**config.mk**
```make
export PLATFORM = sky130hd
export DESIGN_NAME = ball_locate
export DESIGN_NICKNAME = d
export VERILOG_FILES = /design/src/rtl/ball_locate_pkg.sv /design/src/rtl/ball_locate_run_filter.sv /design/src/rtl/ball_locate.sv
export SDC_FILE = /design/constraint.sdc
export NUM_CORES = 1
export LEC_CHECK = 0
export ABC_AREA = 1
export BUFFER_PORTS_ARGS = -buffer_cell sky130_fd_sc_hd__buf_2
export CAP_MARGIN = 20
export CORE_AREA = 3 3 145 147
export DETAILED_ROUTE_END_ITERATION = 12
export DIE_AREA = 0 0 148 150
export GPL_ROUTABILITY_DRIVEN = 0
export GPL_TIMING_DRIVEN = 0
export PLACE_DENSITY = 0.91
export SKIP_LAST_GASP = 1
export SYNTH_ARGS = -nofsm -noshare
export SYNTH_HDL_FRONTEND = slang
export SYNTH_SLANG_ARGS = --single-unit
```
**constraint.sdc**
```tcl
create_clock -name clk -period 7.25 [get_ports clk]
set_input_delay 0.725 -clock clk [delete_from_list [all_inputs] [get_ports clk]]
set_output_delay 0.725 -clock clk [all_outputs]
set_load 0.01 [all_outputs]
```
**src/rtl/ball_locate_pkg.sv**
```systemverilog
// Shared widths, saturation limits and FSM encoding for the ball locator.
// Pure definitions: no latency, no backpressure.
package ball_locate_pkg;

  localparam int COORD_W = 11;
  localparam int CNT_W   = 20;
  localparam int RUN_W   = 4;

  typedef logic [COORD_W-1:0] coord_t;
  typedef logic [CNT_W-1:0]   cnt_t;

  localparam coord_t COORD_MAX = '1;
  localparam cnt_t   CNT_MAX   = '1;

  typedef enum logic {
    WAIT_FRAME = 1'b0,
    SCAN       = 1'b1
  } state_t;

  function automatic coord_t coord_inc(input coord_t v);
    return (v == COORD_MAX) ? v : v + 1'b1;
  endfunction

endpackage

```
**src/rtl/ball_locate_run_filter.sv**
```systemverilog
// Run-length noise filter: accept flag, first-of-run flag and run-start x.
// Combinational accept in the pixel's own cycle; no backpressure (streaming).
module ball_locate_run_filter
  import ball_locate_pkg::*;
#(
  parameter int H_ACT   = 640,
  parameter int RUN_MIN = 4
) (
  input  logic   clk,
  input  logic   rst_n,
  input  logic   i_de,
  input  logic   i_pix,
  input  logic   i_y_ok,
  input  coord_t i_x,
  output logic   o_accept,
  output logic   o_first,
  output coord_t o_x_start
);

  localparam logic [RUN_W-1:0] RUN_LIM = RUN_W'(RUN_MIN);

  logic [RUN_W-1:0] r_run;
  logic [RUN_W-1:0] w_run_inc;
  logic             w_white;

  assign w_white   = i_de & i_pix & i_y_ok & (i_x < COORD_W'(H_ACT));
  assign w_run_inc = (r_run >= RUN_LIM) ? RUN_LIM : r_run + 1'b1;

  always_ff @(posedge clk or negedge rst_n) begin
    if (!rst_n) r_run <= '0;
    else        r_run <= w_white ? w_run_inc : '0;
  end

  assign o_accept  = w_white & (w_run_inc >= RUN_LIM);
  // The pixel that completes the run vouches for the RUN_MIN-1 pixels before it.
  assign o_first   = o_accept & (r_run < RUN_LIM);
  assign o_x_start = o_first ? i_x - COORD_W'(RUN_MIN - 1) : i_x;

endmodule

```
**src/rtl/ball_locate.sv**
```systemverilog
// Bounding box, centre and pixel count of target-colour runs per video frame.
// Result pulses 2 clk after the vsync rise is sampled; no backpressure (streaming).
module ball_locate
  import ball_locate_pkg::*;
#(
  parameter int H_ACT   = 640,
  parameter int V_ACT   = 480,
  parameter int RUN_MIN = 4,
  parameter int PIX_MIN = 64
) (
  input  logic               clk,
  input  logic               rst_n,
  input  logic               bin_vsync,
  input  logic               bin_hsync,
  input  logic               bin_de,
  input  logic               monoc,
  output logic               box_valid,
  output logic               box_found,
  output logic [COORD_W-1:0] x_min,
  output logic [COORD_W-1:0] x_max,
  output logic [COORD_W-1:0] y_min,
  output logic [COORD_W-1:0] y_max,
  output logic [COORD_W-1:0] center_x,
  output logic [COORD_W-1:0] center_y,
  output logic [CNT_W-1:0]   pix_cnt
);

  logic   w_unused_hsync;
  logic   r_vs_d, r_de_d;
  coord_t r_x, r_y;
  logic   w_vs_rise, w_de_fall, w_y_ok;
  coord_t w_y;
  logic   w_accept, w_first;
  coord_t w_x_start;

  assign w_unused_hsync = bin_hsync;
  assign w_vs_rise      = bin_vsync & ~r_vs_d;
  assign w_de_fall      = r_de_d & ~bin_de;
  // A pixel in the vsync-rise cycle already belongs to line 0 of the new frame.
  assign w_y            = w_vs_rise ? '0 : r_y;
  assign w_y_ok         = (w_y < COORD_W'(V_ACT));

  always_ff @(posedge clk or negedge rst_n) begin
    if (!rst_n) begin
      r_vs_d <= 1'b0;
      r_de_d <= 1'b0;
      r_x    <= '0;
      r_y    <= '0;
    end else begin
      r_vs_d <= bin_vsync;
      r_de_d <= bin_de;
      r_x    <= bin_de ? coord_inc(r_x) : '0;
      if (w_vs_rise)      r_y <= '0;
      else if (w_de_fall) r_y <= coord_inc(r_y);
    end
  end

  ball_locate_run_filter #(
    .H_ACT   (H_ACT),
    .RUN_MIN (RUN_MIN)
  ) u_run_filter (
    .clk       (clk),
    .rst_n     (rst_n),
    .i_de      (bin_de),
    .i_pix     (monoc),
    .i_y_ok    (w_y_ok),
    .i_x       (r_x),
    .o_accept  (w_accept),
    .o_first   (w_first),
    .o_x_start (w_x_start)
  );

  coord_t           r_acc_xmin, r_acc_xmax, r_acc_ymin, r_acc_ymax;
  cnt_t             r_acc_cnt;
  coord_t           w_base_xmin, w_base_xmax, w_base_ymin, w_base_ymax;
  cnt_t             w_base_cnt, w_cnt_add;
  logic [CNT_W:0]   w_cnt_sum;
  coord_t           w_nxt_xmin, w_nxt_xmax, w_nxt_ymin, w_nxt_ymax;
  cnt_t             w_nxt_cnt;

  // Frame boundary: start from cleared values so the boundary pixel lands in the new frame.
  assign w_base_xmin = w_vs_rise ? COORD_MAX : r_acc_xmin;
  assign w_base_xmax = w_vs_rise ? '0        : r_acc_xmax;
  assign w_base_ymin = w_vs_rise ? COORD_MAX : r_acc_ymin;
  assign w_base_ymax = w_vs_rise ? '0        : r_acc_ymax;
  assign w_base_cnt  = w_vs_rise ? '0        : r_acc_cnt;
  assign w_cnt_add   = w_first ? CNT_W'(RUN_MIN) : CNT_W'(1);
  assign w_cnt_sum   = {1'b0, w_base_cnt} + {1'b0, w_cnt_add};

  always_comb begin
    w_nxt_xmin = w_base_xmin;
    w_nxt_xmax = w_base_xmax;
    w_nxt_ymin = w_base_ymin;
    w_nxt_ymax = w_base_ymax;
    w_nxt_cnt  = w_base_cnt;
    if (w_accept) begin
      if (w_x_start < w_base_xmin) w_nxt_xmin = w_x_start;
      if (r_x > w_base_xmax)       w_nxt_xmax = r_x;
      if (w_y < w_base_ymin)       w_nxt_ymin = w_y;
      if (w_y > w_base_ymax)       w_nxt_ymax = w_y;
      w_nxt_cnt = w_cnt_sum[CNT_W] ? CNT_MAX : w_cnt_sum[CNT_W-1:0];
    end
  end

  always_ff @(posedge clk or negedge rst_n) begin
    if (!rst_n) begin
      r_acc_xmin <= COORD_MAX;
      r_acc_xmax <= '0;
      r_acc_ymin <= COORD_MAX;
      r_acc_ymax <= '0;
      r_acc_cnt  <= '0;
    end else begin
      r_acc_xmin <= w_nxt_xmin;
      r_acc_xmax <= w_nxt_xmax;
      r_acc_ymin <= w_nxt_ymin;
      r_acc_ymax <= w_nxt_ymax;
      r_acc_cnt  <= w_nxt_cnt;
    end
  end

  state_t              r_state;
  logic                r_snap_go;
  coord_t              r_snap_xmin, r_snap_xmax, r_snap_ymin, r_snap_ymax;
  cnt_t                r_snap_cnt;
  logic                w_snap_found;
  logic [COORD_W:0]    w_sum_x, w_sum_y;
  logic                r_box_valid, r_box_found;
  coord_t              r_x_min, r_x_max, r_y_min, r_y_max, r_cx, r_cy;
  cnt_t                r_pix_cnt;

  assign w_snap_found = (r_snap_cnt >= CNT_W'(PIX_MIN));
  assign w_sum_x      = {1'b0, r_snap_xmin} + {1'b0, r_snap_xmax};
  assign w_sum_y      = {1'b0, r_snap_ymin} + {1'b0, r_snap_ymax};

  always_ff @(posedge clk or negedge rst_n) begin
    if (!rst_n) begin
      r_state     <= WAIT_FRAME;
      r_snap_go   <= 1'b0;
      r_snap_xmin <= '0;
      r_snap_xmax <= '0;
      r_snap_ymin <= '0;
      r_snap_ymax <= '0;
      r_snap_cnt  <= '0;
      r_box_valid <= 1'b0;
      r_box_found <= 1'b0;
      r_x_min     <= '0;
      r_x_max     <= '0;
      r_y_min     <= '0;
      r_y_max     <= '0;
      r_cx        <= '0;
      r_cy        <= '0;
      r_pix_cnt   <= '0;
    end else begin
      r_snap_go   <= 1'b0;
      r_box_valid <= 1'b0;
      case (r_state)
        // The frame in progress at reset release is partial; only arm on its end.
        WAIT_FRAME: if (w_vs_rise) r_state <= SCAN;
        SCAN: if (w_vs_rise) begin
          r_snap_go   <= 1'b1;
          r_snap_xmin <= r_acc_xmin;
          r_snap_xmax <= r_acc_xmax;
          r_snap_ymin <= r_acc_ymin;
          r_snap_ymax <= r_acc_ymax;
          r_snap_cnt  <= r_acc_cnt;
        end
        default: r_state <= WAIT_FRAME;
      endcase
      if (r_snap_go) begin
        r_box_valid <= 1'b1;
        r_box_found <= w_snap_found;
        r_x_min     <= w_snap_found ? r_snap_xmin : '0;
        r_x_max     <= w_snap_found ? r_snap_xmax : '0;
        r_y_min     <= w_snap_found ? r_snap_ymin : '0;
        r_y_max     <= w_snap_found ? r_snap_ymax : '0;
        r_cx        <= w_snap_found ? w_sum_x[COORD_W:1] : '0;
        r_cy        <= w_snap_found ? w_sum_y[COORD_W:1] : '0;
        r_pix_cnt   <= r_snap_cnt;
      end
    end
  end

  assign box_valid = r_box_valid;
  assign box_found = r_box_found;
  assign x_min     = r_x_min;
  assign x_max     = r_x_max;
  assign y_min     = r_y_min;
  assign y_max     = r_y_max;
  assign center_x  = r_cx;
  assign center_y  = r_cy;
  assign pix_cnt   = r_pix_cnt;

endmodule

```
==> impl_metrics.tcl, run 1 <==
set metrics [dict create \
    synthCells 1533 \
    dp_hpwl_mm 23.46 \
    drt_first_pass_iters 6 \
    via_per_inst 5.787 \
    grt_pass1_wl_mm 52.99 \
    grt_util_all_layers_pct 29.09 \
    cts_buffers 25 \
    slew_headroom_pct 33.89 \
    design_area_sq_um 14420 \
    stdcell_count 1942 \
    final_hold_viol_count 0 \
    internal_power_w 0.002338 \
    ys_types 51 \
    rsz0062_at_grt "false" \
    grt_pass1_vias 10770 \
    synth_area_per_cell_sq_um 8.313 \
    power_density_nw_per_um2 220.7 \
    dieArea_sq_um 22200 \
    nNetsFinal 1730 \
    clk_pin_slew_ns 0.06 \
    cts_max_path_buffers 3 \
    antenna_cells 0 \
    placed_area_sq_um 13610 \
    final_max_slew_viol_count 0 \
    drt-total-wl_mm 32.53 \
    cp.arrival_ns 3.83 \
    cts_tree "built" \
    synth.area.top_cells "dfrtp_1, nand2_1, o21ai_0" \
    required_ns 7.69 \
    die_h_um 150 \
    synth_edf_count 0 \
    synthXorXnorAreaFrac_pct 1.168 \
    synth-async-reset-ratio_pct 100.0 \
    fmax_ghz 0.2952 \
    crit_fanout 10 \
    areaGrowthSynthToFinish_pct 13.14 \
    min_path_type "in2async" \
    cts_setup_buffers 0 \
    design.core.area_sq_um 20040 \
    swShare_pct 26.51 \
    ys.warnings.count 0 \
    netSwitchingPower_w 0.0008433 \
    clk-insertion-delay-late_ns 0.52 \
    p_seq_share_pct 47.4 \
    synth.largest_area_cell "dfrtp_1" \
    synth_compound_area_share_pct 13.01 \
    drv_cap 0 \
    fin_util_pct 71.95 \
    drive_gt1_share_pct 14.53 \
    cts-root-buf "clkbuf_16" \
    port_buffers 92 \
    fin_skew_ns 0.01172 \
    dr_total_vias 11240 \
    layout_commonest_cell "nand2_1" \
    clock-sinks 246 \
    row_count 52 \
    grt_overflow 0 \
    cts_hold_buf 0 \
    synth_flop_cell "dfrtp_1" \
    antenna_found_initial 0 \
    crit_path_end_kind "register" \
    power_w 0.003182 \
    worst_pin_slew_ns 0.9880 \
    leakagePower_nw 7.305 \
    htree_levels 1 \
    crit_type "reg2reg" \
    io_pins 94 \
    reg2reg_slack_ns 3.86 \
    ys_seq_elements 246 \
    ctsResizeCount 0 \
    drt_iter0_markers 877 \
    place_inst 1897 \
    fin_crit_ns 3.388 \
    synth_top_family_by_area "simple AND/OR/NAND/NOR gates" \
    setup_viol 0 \
    dieWidth_um 148 \
    initial_core_util_pct 63.59 \
    status "finished clean" \
    power.share.clock_pct 40.3 \
    yosys.area_share.simple_pct 22.05 \
    fin_crit_sh_pct 46.73 \
    synthesis.nets 1609 \
    ir_worst_vdd_uv 133.3 \
    drc 0 \
    antenna_left 0 \
    yosys.area.top_type_share_pct 43.99 \
    netlist_area_sq_um 12740 \
    startpoint_type "register" \
    synthMuxAreaShare_pct 0 \
    grt_start_max_net_pins 104 \
    pwr-share-comb_pct 12.3 \
    tns_ns 0 \
    mostFrequentLayoutCells "nand2_1, dfrtp_1, o21ai_0" \
    synth_fa_ha_area_share_pct 6.991 \
    avgRoutedWirePerCell_um 16.75 \
    ys_seq_area_share_pct 48.52 \
]
final timing paths:
| path | to | cells after the start | from |
|---|---|---|---|
| worst max-delay path | r_acc_cnt[12]$_DFF_PN0_ | 16 | r_vs_d$_DFF_PN0_ |
| worst min-delay path | center_x[3]$_DFFE_PN0P_ | 1 | rst_n |
| worst max register to register | r_acc_cnt[12]$_DFF_PN0_ | 16 | r_vs_d$_DFF_PN0_ |
| worst min register to register | box_valid$_DFF_PN0_ | 0 | r_snap_go$_DFF_PN0_ |
| max in group asynchronous | r_acc_cnt[0]$_DFF_PN0_ | 2 | rst_n |
| min in group clk | r_de_d$_DFF_PN0_ | 1 | bin_de |
layout make-up:
cell class              count  area (sq um)
flip-flops and latches    246          6183
clock buffers              39         728.2
multi-input cells        1027          5512
fillers                  1343          5622
clock inverters             6         82.58
well taps                 270         337.8
plain buffers              52         259.0
inverters                 208         789.5
repair buffers             94         525.5
stage by stage:
step	setup slack [ns]	hold slack, ns
after floorplan	4.335	0.3519
after global placement	1.391	0.3740
after detailed placement	3.520	0.4088
after CTS	3.987	0.1332
after global routing	3.672	0.1511
final	3.862	0.1165
cells by family after synthesis:
family | after synthesis
xor gates and xnor gates | 17
adders and majority gates | 70
and+or+nand+nor | 635
AOI/OAI and AO/OA | 304
DFF | 246
buffers and inverters | 260
other | 1
flip-flops by register name, indices dropped and copies added, names as in the netlist, 4 cells and up:
register            count
r_snap_ymax            11
center_y               11
x_max                  11
r_snap_ymin            11
r_snap_xmax            11
r_acc_xmax             11
r_snap_cnt             20
r_snap_xmin            11
y_min                  11
r_acc_cnt              20
r_x                    11
r_y                    11
pix_cnt                20
r_acc_xmin             11
x_min                  11
center_x               11
u_run_filter.r_run      4
y_max                  11
r_acc_ymin             11
r_acc_ymax             11
power by group through the flow:
stage               Combinational (W)  Sequential, W  Clock [W]
floorplan                    0.000254        0.00152          0
global placement             0.000349        0.00153          0
detailed placement           0.000372        0.00153          0
CTS                          0.000382        0.00151    0.00128
global route                 0.000439        0.00151    0.00135
finish                       0.000390        0.00151    0.00128
worst max-delay path: stages (launching register included):
cell and delay, ns:
dfrtp_1 0.38, nor2_1 0.20, buf_6 0.23, buf_2 0.26
buf_1 0.55, nor2_1 0.13, ha_1 0.35, nand2_1 0.08
nand2_1 0.07, nand2_1 0.15, nor2_2 0.21, inv_2 0.06
nor2_2 0.12, nand3_1 0.15, nor3_2 0.19, o21ai_1 0.10
o21ai_1 0.09
synthesized netlist by cell type (2+ instances only):
cell type	number
a211oi_1	2
a21o_1	4
a21oi_1	53
a22o_1	2
buf_1	5
buf_2	8
buf_4	4
buf_6	5
clkbuf_1	29
dfrtp_1	224
dfstp_2	22
fa_1	2
ha_1	68
inv_1	196
inv_2	9
nand2_1	372
nand2_2	14
nand2_4	6
nand3_1	59
nand3b_1	2
nand4_1	17
nor2_1	119
nor2_2	8
nor2_4	5
nor2_8	3
nor3_1	10
nor3_2	5
nor4_1	4
o2111ai_1	5
o21ai_0	205
o21ai_1	9
o21ai_2	11
o21bai_1	2
o31ai_1	7
or2_0	2
or2_2	5
xnor2_1	3
xor2_1	14
routing by layer:
layer | vias to the layer above | global-route usage, % | share of wire [%]
met5 | - | 0 | 0
met4 | 0 | 12.42 | 4.5
met3 | 121 | 4.179 | 8.7
met2 | 644 | 48.92 | 47
met1 | 5285 | 38.02 | 39
li1 | 5188 | - | -
Note: power is estimated with default switching activity, not from simulation.
==> run 2: changes to the inputs <==
--- a/config.mk
+++ b/config.mk
@@ -5,7 +5,7 @@
 export SDC_FILE = /design/constraint.sdc
 export NUM_CORES = 1
 export LEC_CHECK = 0
-export ABC_AREA = 1
+export ABC_AREA = 0
 export BUFFER_PORTS_ARGS = -buffer_cell sky130_fd_sc_hd__buf_2
 export CAP_MARGIN = 20
 export CORE_AREA = 3 3 145 147
@@ -13,7 +13,7 @@
 export DIE_AREA = 0 0 148 150
 export GPL_ROUTABILITY_DRIVEN = 0
 export GPL_TIMING_DRIVEN = 0
-export PLACE_DENSITY = 0.91
+export PLACE_DENSITY = 0.86
 export SKIP_LAST_GASP = 1
 export SYNTH_ARGS = -nofsm -noshare
 export SYNTH_HDL_FRONTEND = slang
==> constraint.sdc (replaced) <==
create_clock -name clk -period 3.2 [get_ports clk]
set_input_delay 0.32 -clock clk [delete_from_list [all_inputs] [get_ports clk]]
set_output_delay 0.32 -clock clk [all_outputs]
set_load 0.01 [all_outputs]
==> run 2 against run 1 <==
  * The flow now finishes with violations (setup timing)
  * Setup slack worse by 4.4 ns
  * Flip-flop and latch count unchanged
  * Hold slack better by 0.0088 ns
  * Core utilization down 2.0 points
  * Critical path depth down 2
  * Clock skew down 0.00076 ns
  * Combinational power up 110%
  * First-iteration DRC count down 28%
  * Global-route usage down 3.8 points
  * Count of clock-buffer cells in the layout up 1
  * Via count down 21%
==> impl_metrics.tcl, run 2 <==
set metrics [dict create \
    fin_crit_ns 3.742 \
    synthCells 1036 \
    io_pins 94 \
    ys_types 66 \
    setup_viol 20 \
    slew_headroom_pct 32.36 \
    synth.area.top_cells "dfrtp_1, mux2_2, ha_1" \
    status "finished with violations" \
    startpoint_type "register" \
    synth-async-reset-ratio_pct 100.0 \
    ys.warnings.count 0 \
    row_count 52 \
    final_hold_viol_count 0 \
    dpl_worst_slack_ns -0.5862 \
    fin_hold_ws_ns 0.1253 \
    ys_seq_area_share_pct 52.13 \
    synth_common_cells "dfrtp_1, mux2_2, nor2_1" \
    via_per_inst 6.034 \
    htree_levels 1 \
    crit_path_end_kind "register" \
    grt_util_all_layers_pct 25.30 \
    cp.arrival_ns 4.18 \
    power.share.clock_pct 41.5 \
    areaGrowthSynthToFinish_pct 18.24 \
    ir_worst_vdd_uv 339.8 \
    drt_iter0_markers 630 \
    grt_start_max_net_pins 130 \
    final_max_slew_viol_count 0 \
    fin_ws_ns -0.5425 \
    yosys.area.top_type_share_pct 47.25 \
    min_path_type "in2reg" \
    synth.largest_area_cell "dfrtp_1" \
    avgRoutedWirePerCell_um 19.61 \
    cts-root-buf "clkbuf_16" \
    synth_area_per_cell_sq_um 11.45 \
    nNetsFinal 1254 \
    worst_pin_slew_ns 1.004 \
    synth_edf_count 0 \
    synth_most_common_cell "dfrtp_1" \
    port_buffers 92 \
    grt_overflow 0 \
    tns_ns -6.762 \
    antenna_cells 0 \
    layout_commonest_cell "dfrtp_1" \
    drive_gt1_share_pct 26.04 \
    fmax_ghz 0.2672 \
    cts_max_path_buffers 3 \
    crit_fanout 4 \
    clk_pin_slew_ns 0.06 \
    cts_buffers 26 \
    die_h_um 150 \
    leakagePower_nw 6.939 \
    dp_hpwl_mm 19.22 \
    power_density_nw_per_um2 523.7 \
    synth_flop_cell "dfrtp_1" \
    fin_crit_sh_pct 117.0 \
    drc 0 \
    rsz0062_at_grt "true" \
    initial_core_util_pct 59.20 \
    netSwitchingPower_w 0.001847 \
    pwr-share-comb_pct 11.4 \
    drt-total-wl_mm 28.79 \
    dieWidth_um 148 \
    dieArea_sq_um 22200 \
    netlist_area_sq_um 11860 \
    grt_pass1_wl_mm 45.44 \
    required_ns 3.64 \
    drv_cap 0 \
    dr_total_vias 8858 \
    cts_tree "built" \
    design_area_sq_um 14030 \
    placed_area_sq_um 12750 \
    swShare_pct 25.15 \
    crit_type "reg2reg" \
    clk-insertion-delay-late_ns 0.53 \
    ys_seq_elements 246 \
    clock-sinks 246 \
    design.core.area_sq_um 20040 \
    place_inst 1399 \
    antenna_left 0 \
    failed_checks "setup timing" \
    p_seq_share_pct 47.1 \
    fin_skew_ns 0.01096 \
    stdcell_count 1468 \
    synthesis.nets 1112 \
    grt_pass1_vias 8992 \
    antenna_found_initial 0 \
    mostFrequentLayoutCells "dfrtp_1, buf_2, mux2_2" \
    drt_first_pass_iters 5 \
    internal_power_w 0.005498 \
]
[run 2: cell types whose count changed after synthesis, sizes merged, moves of 11 or more]
| cell | delta |
|---|---|
| buf | -11 |
| nor2 | -50 |
| nand3 | -43 |
| mux2 | +85 |
| inv | -173 |
| xnor2 | +27 |
| o21ai | -184 |
| a22o | +58 |
| a21oi | -23 |
| mux2i | +29 |
| and2 | +11 |
| nand2 | -316 |
[run 2: layer usage]
| metal | global-route usage (%) | vias to the layer above | share of wire (%) |
|---|---|---|---|
| li1 | - | 4042 | - |
| met1 | 32.56 | 4404 | 42 |
| met2 | 43.32 | 332 | 49 |
| met3 | 4.543 | 80 | 5.9 |
| met4 | 9.007 | 0 | 3.1 |
| met5 | 0 | - | 0 |
[run 2: layout make-up]
type                       count  area [sq um]
buffer                        46         221.5
clock buffer                  40         784.5
clock inverter                 8         90.09
fill                        1353          6013
inverter                      35         136.4
multi-input combinational    708          5588
sequential                   246          6183
tap                          270         337.8
timing repair buffer         115         684.4
[run 2: power groups by stage]
stage / Clock, W / Sequential, W / Combinational, W
floorplan: 0 / 0.00345 / 0.000567
global placement: 0 / 0.00350 / 0.000750
detailed placement: 0 / 0.00350 / 0.000788
CTS: 0.00308 / 0.00345 / 0.000815
global route: 0.00321 / 0.00348 / 0.000933
finish: 0.00305 / 0.00346 / 0.000838
[run 2: logic make-up after synthesis]
group	after synthesis	synth area share (%)
and+or+nand+nor	274	11.17
DFF	246	52.13
AOI/OAI and AO/OA	202	12.41
muxes	114	10.52
buffers and inverters	82	2.763
adders and majority gates	70	7.510
xor gates and xnor gates	47	3.470
other	1	0.03161
[run 2: timing repair]
action,4_1_cts,5_1_grt
gates resized for setup,22,33
gates cloned,1,0
setup endpoints to repair,63,43
hold endpoints to repair,114,0
hold buffers,3,0
buffers inserted,9,8
pin swaps,5,13
[run 2: path summary, 6_finish.rpt]
path | cells past startpoint | endpoint | startpoint | slack, ns
worst max-delay path | 14 | r_acc_xmin[0]$_DFF_PN1_ | u_run_filter.r_run[0]$_DFF_PN0_ | -0.54
worst min-delay path | 3 | r_x[8]$_DFFE_PN0P_ | bin_de | 0.13
worst max register to register | 14 | r_acc_xmin[0]$_DFF_PN1_ | u_run_filter.r_run[0]$_DFF_PN0_ | -0.54
worst min register to register | 1 | u_run_filter.r_run[0]$_DFF_PN0_ | u_run_filter.r_run[0]$_DFF_PN0_ | 0.45
max in group asynchronous | 3 | pix_cnt[5]$_DFFE_PN0P_ | rst_n | 1.62
min in group asynchronous | 2 | y_min[1]$_DFFE_PN0P_ | rst_n | 0.46
[run 2: metrics by stage]
step	total power [W]	utilization (%)
after floorplan	0.004018	-
after global placement	0.004246	63.42
after detailed placement	0.004292	63.61
after CTS	0.007346	68.91
after global routing	0.007621	69.99
final	0.007345	69.99
[run 2: critical path: stages, from the launching register on]
cell,delay (ns)
dfrtp_1,0.36
ha_2,0.18
or3b_4,0.38
or3_4,0.43
nor2_8,0.12
inv_6,0.06
nor4_4,0.19
mux2_4,0.36
ha_4,0.27
nand4_1,0.09
or4_4,0.56
a31oi_4,0.22
buf_6,0.15
nor2_2,0.06
a32oi_1,0.22
==> run 3: changes to the inputs <==
--- a/config.mk
+++ b/config.mk
@@ -14,6 +14,7 @@
 export GPL_ROUTABILITY_DRIVEN = 0
 export GPL_TIMING_DRIVEN = 0
 export PLACE_DENSITY = 0.86
+export RECOVER_POWER = 25
 export SKIP_LAST_GASP = 1
 export SYNTH_ARGS = -nofsm -noshare
 export SYNTH_HDL_FRONTEND = slang
==> run 3 against run 2 <==
  * The run ends with capacitance limit, slew limit, setup timing left
  * Critical path depth is the same
  * Combinational power hardly changed
  * Sequential share of layout area up 0.11 points
  * First-iteration DRC count decreased by 1.9%
  * Hold slack better by 0.0034 ns
  * Largest cell class unchanged
  * Largest power group unchanged
==> impl_metrics.tcl, run 3 (same netlist as run 2, synthesis figures left out) <==
set metrics [dict create \
    antenna_found_initial 0 \
    slowest_stage "or4_4" \
    clock-sinks 246 \
    worst_pin_slew_ns 2.824 \
    grt_overflow 0 \
    min_from "bin_de" \
    drt-total-wl_mm 28.79 \
    cp_cell_sequence "ha_2 -> or3b_4 -> or3_4 -> nor2_8 -> inv_6 -> nor4_4 -> mux2_4 -> ha_4 -> nand4_1 -> or4_4 -> a31oi_4 -> buf_6 -> nor2_2 -> a32oi_1" \
    clk_pin_slew_ns 0.06 \
    leakagePower_nw 6.856 \
    fmax_ghz 0.2677 \
    path_depth 14 \
    drive_gt1_share_pct 24.46 \
    dpl_worst_slack_ns -0.5862 \
    startpoint_type "register" \
    rsz0062_at_grt "true" \
    cts-root-buf "clkbuf_16" \
    grt_pass1_wl_mm 45.44 \
    worstSetupEndpoint "r_acc_xmin[0]$_DFF_PN1_" \
    antenna_left 0 \
    final_max_slew_viol_count 118 \
    nNetsFinal 1254 \
    dieArea_sq_um 22200 \
    die_h_um 150 \
    cts_buffers 26 \
    drc 0 \
    slew_headroom_pct -88.27 \
    reg2reg_slack_ns -0.54 \
    cp_top_family "simple AND/OR/NAND/NOR gates" \
    fin_ws_ns -0.5354 \
    cts_tree "built" \
    ir_worst_vdd_uv 339.4 \
    antenna_cells 0 \
    cp.arrival_ns 4.18 \
    io_pins 94 \
    hold_depth 3 \
    startpoint "u_run_filter.r_run[0]$_DFF_PN0_" \
    drv_cap 1 \
    design.core.area_sq_um 20040 \
    power_w 0.007342 \
    min_path_type "in2reg" \
    row_count 52 \
    required_ns 3.64 \
    htree_levels 1 \
    grt_pass1_vias 8992 \
    dp_hpwl_mm 19.22 \
    mostFrequentLayoutCells "dfrtp_1, mux2_2, nor2_1" \
    setup_viol 22 \
    port_buffers 92 \
    via_per_inst 6.042 \
    areaGrowthSynthToFinish_pct 17.95 \
    crit_type "reg2reg" \
    layout_commonest_cell "dfrtp_1" \
    power_density_nw_per_um2 524.7 \
    critPathMaxStageDelay_ns 0.56 \
    drt_iter0_markers 618 \
    cts_max_path_buffers 3 \
    fin_crit_ns 3.735 \
    crit_path_end_kind "register" \
    status "finished with violations" \
    failed_checks "capacitance limit, slew limit, setup timing" \
    avgRoutedWirePerCell_um 19.61 \
    grt_start_max_net_pins 130 \
    final_hold_viol_count 0 \
    r2r_cells 14 \
    fin_crit_sh_pct 116.7 \
    crit_fanout 4 \
    stdcell_count 1468 \
    grt_util_all_layers_pct 25.30 \
    reg2reg_to "r_acc_xmin[0]$_DFF_PN1_" \
    rr_startpoint "u_run_filter.r_run[0]$_DFF_PN0_" \
    dieWidth_um 148 \
    critPathBufInv 2 \
    clk-insertion-delay-late_ns 0.53 \
    place_inst 1399 \
    drt_first_pass_iters 5 \
    initial_core_util_pct 59.20 \
    dr_total_vias 8870 \
    fin_skew_ns 0.01035 \
]
[run 3: cell count changes in the layout (fill, tap and decap cells not counted)]
cell,previous run,this run
clkbuf_1,35,54
buf_2,95,77
buf_8,1,0
[run 3: how the worst min path moves through the flow]
| stage | to |
|---|---|
| floorplan | box_found$_DFFE_PN0P_ |
| global placement | u_run_filter.r_run[0]$_DFF_PN0_ |
| detailed placement | u_run_filter.r_run[0]$_DFF_PN0_ |
| CTS | r_x[8]$_DFFE_PN0P_ |
| global route | r_x[8]$_DFFE_PN0P_ |
| finish | r_x[8]$_DFFE_PN0P_ |
[run 3: power by group]
group	internal [W]	leakage, nW	switching [W]	total, W
combinational	0.000354	3.16	0.000482	0.000836
clock	0.00184	0.436	0.00121	0.00305
sequential	0.00330	3.26	0.000158	0.00346
[run 3: area by class of cell]
| type | instances | area (sq um) |
|---|---|---|
| buffer | 46 | 220.2 |
| inverter | 35 | 136.4 |
| clock buffer | 40 | 784.5 |
| sequential | 246 | 6183 |
| timing repair buffer | 115 | 651.9 |
| multi-input combinational | 708 | 5588 |
| fill | 1361 | 6047 |
| clock inverter | 8 | 90.09 |
| tap | 270 | 337.8 |
[run 3: stage by stage]
step	utilization (%)	hold slack, ns	setup TNS, ns	cell area [sq um]
final	69.82	0.1287	-7.042	13990
after global routing	69.82	0.1237	-44.99	13990
after CTS	68.91	0.1017	-5.137	13810
after detailed placement	63.61	0.4408	-25.40	12750
after global placement	63.42	0.4322	-557.58	12710
after floorplan	-	0.02441	-1.904	11910
[run 3: repair_timing]
| item | CTS | global route |
|---|---|---|
| hold buffers | 3 | 0 |
| resized for setup | 22 | 33 |
| gates cloned | 1 | 0 |
| hold endpoints to repair | 114 | 0 |
| pin swaps | 5 | 13 |
| setup endpoints to repair | 63 | 43 |
| buffers inserted | 9 | 8 |
[run 3: metal layers]
| metal | vias up | part of all wire, % | GRT usage, % |
|---|---|---|---|
| met2 | 325 | 49 | 43.32 |
| met4 | 0 | 2.9 | 9.007 |
| met1 | 4425 | 42 | 32.56 |
| met3 | 78 | 5.9 | 4.543 |
| li1 | 4042 | - | - |
| met5 | - | 0 | 0 |
[run 3: tightest hold or removal path, stage by stage]
cell     delay (ns)
buf_2          0.15
o21ai_0        0.09
a21oi_1        0.05
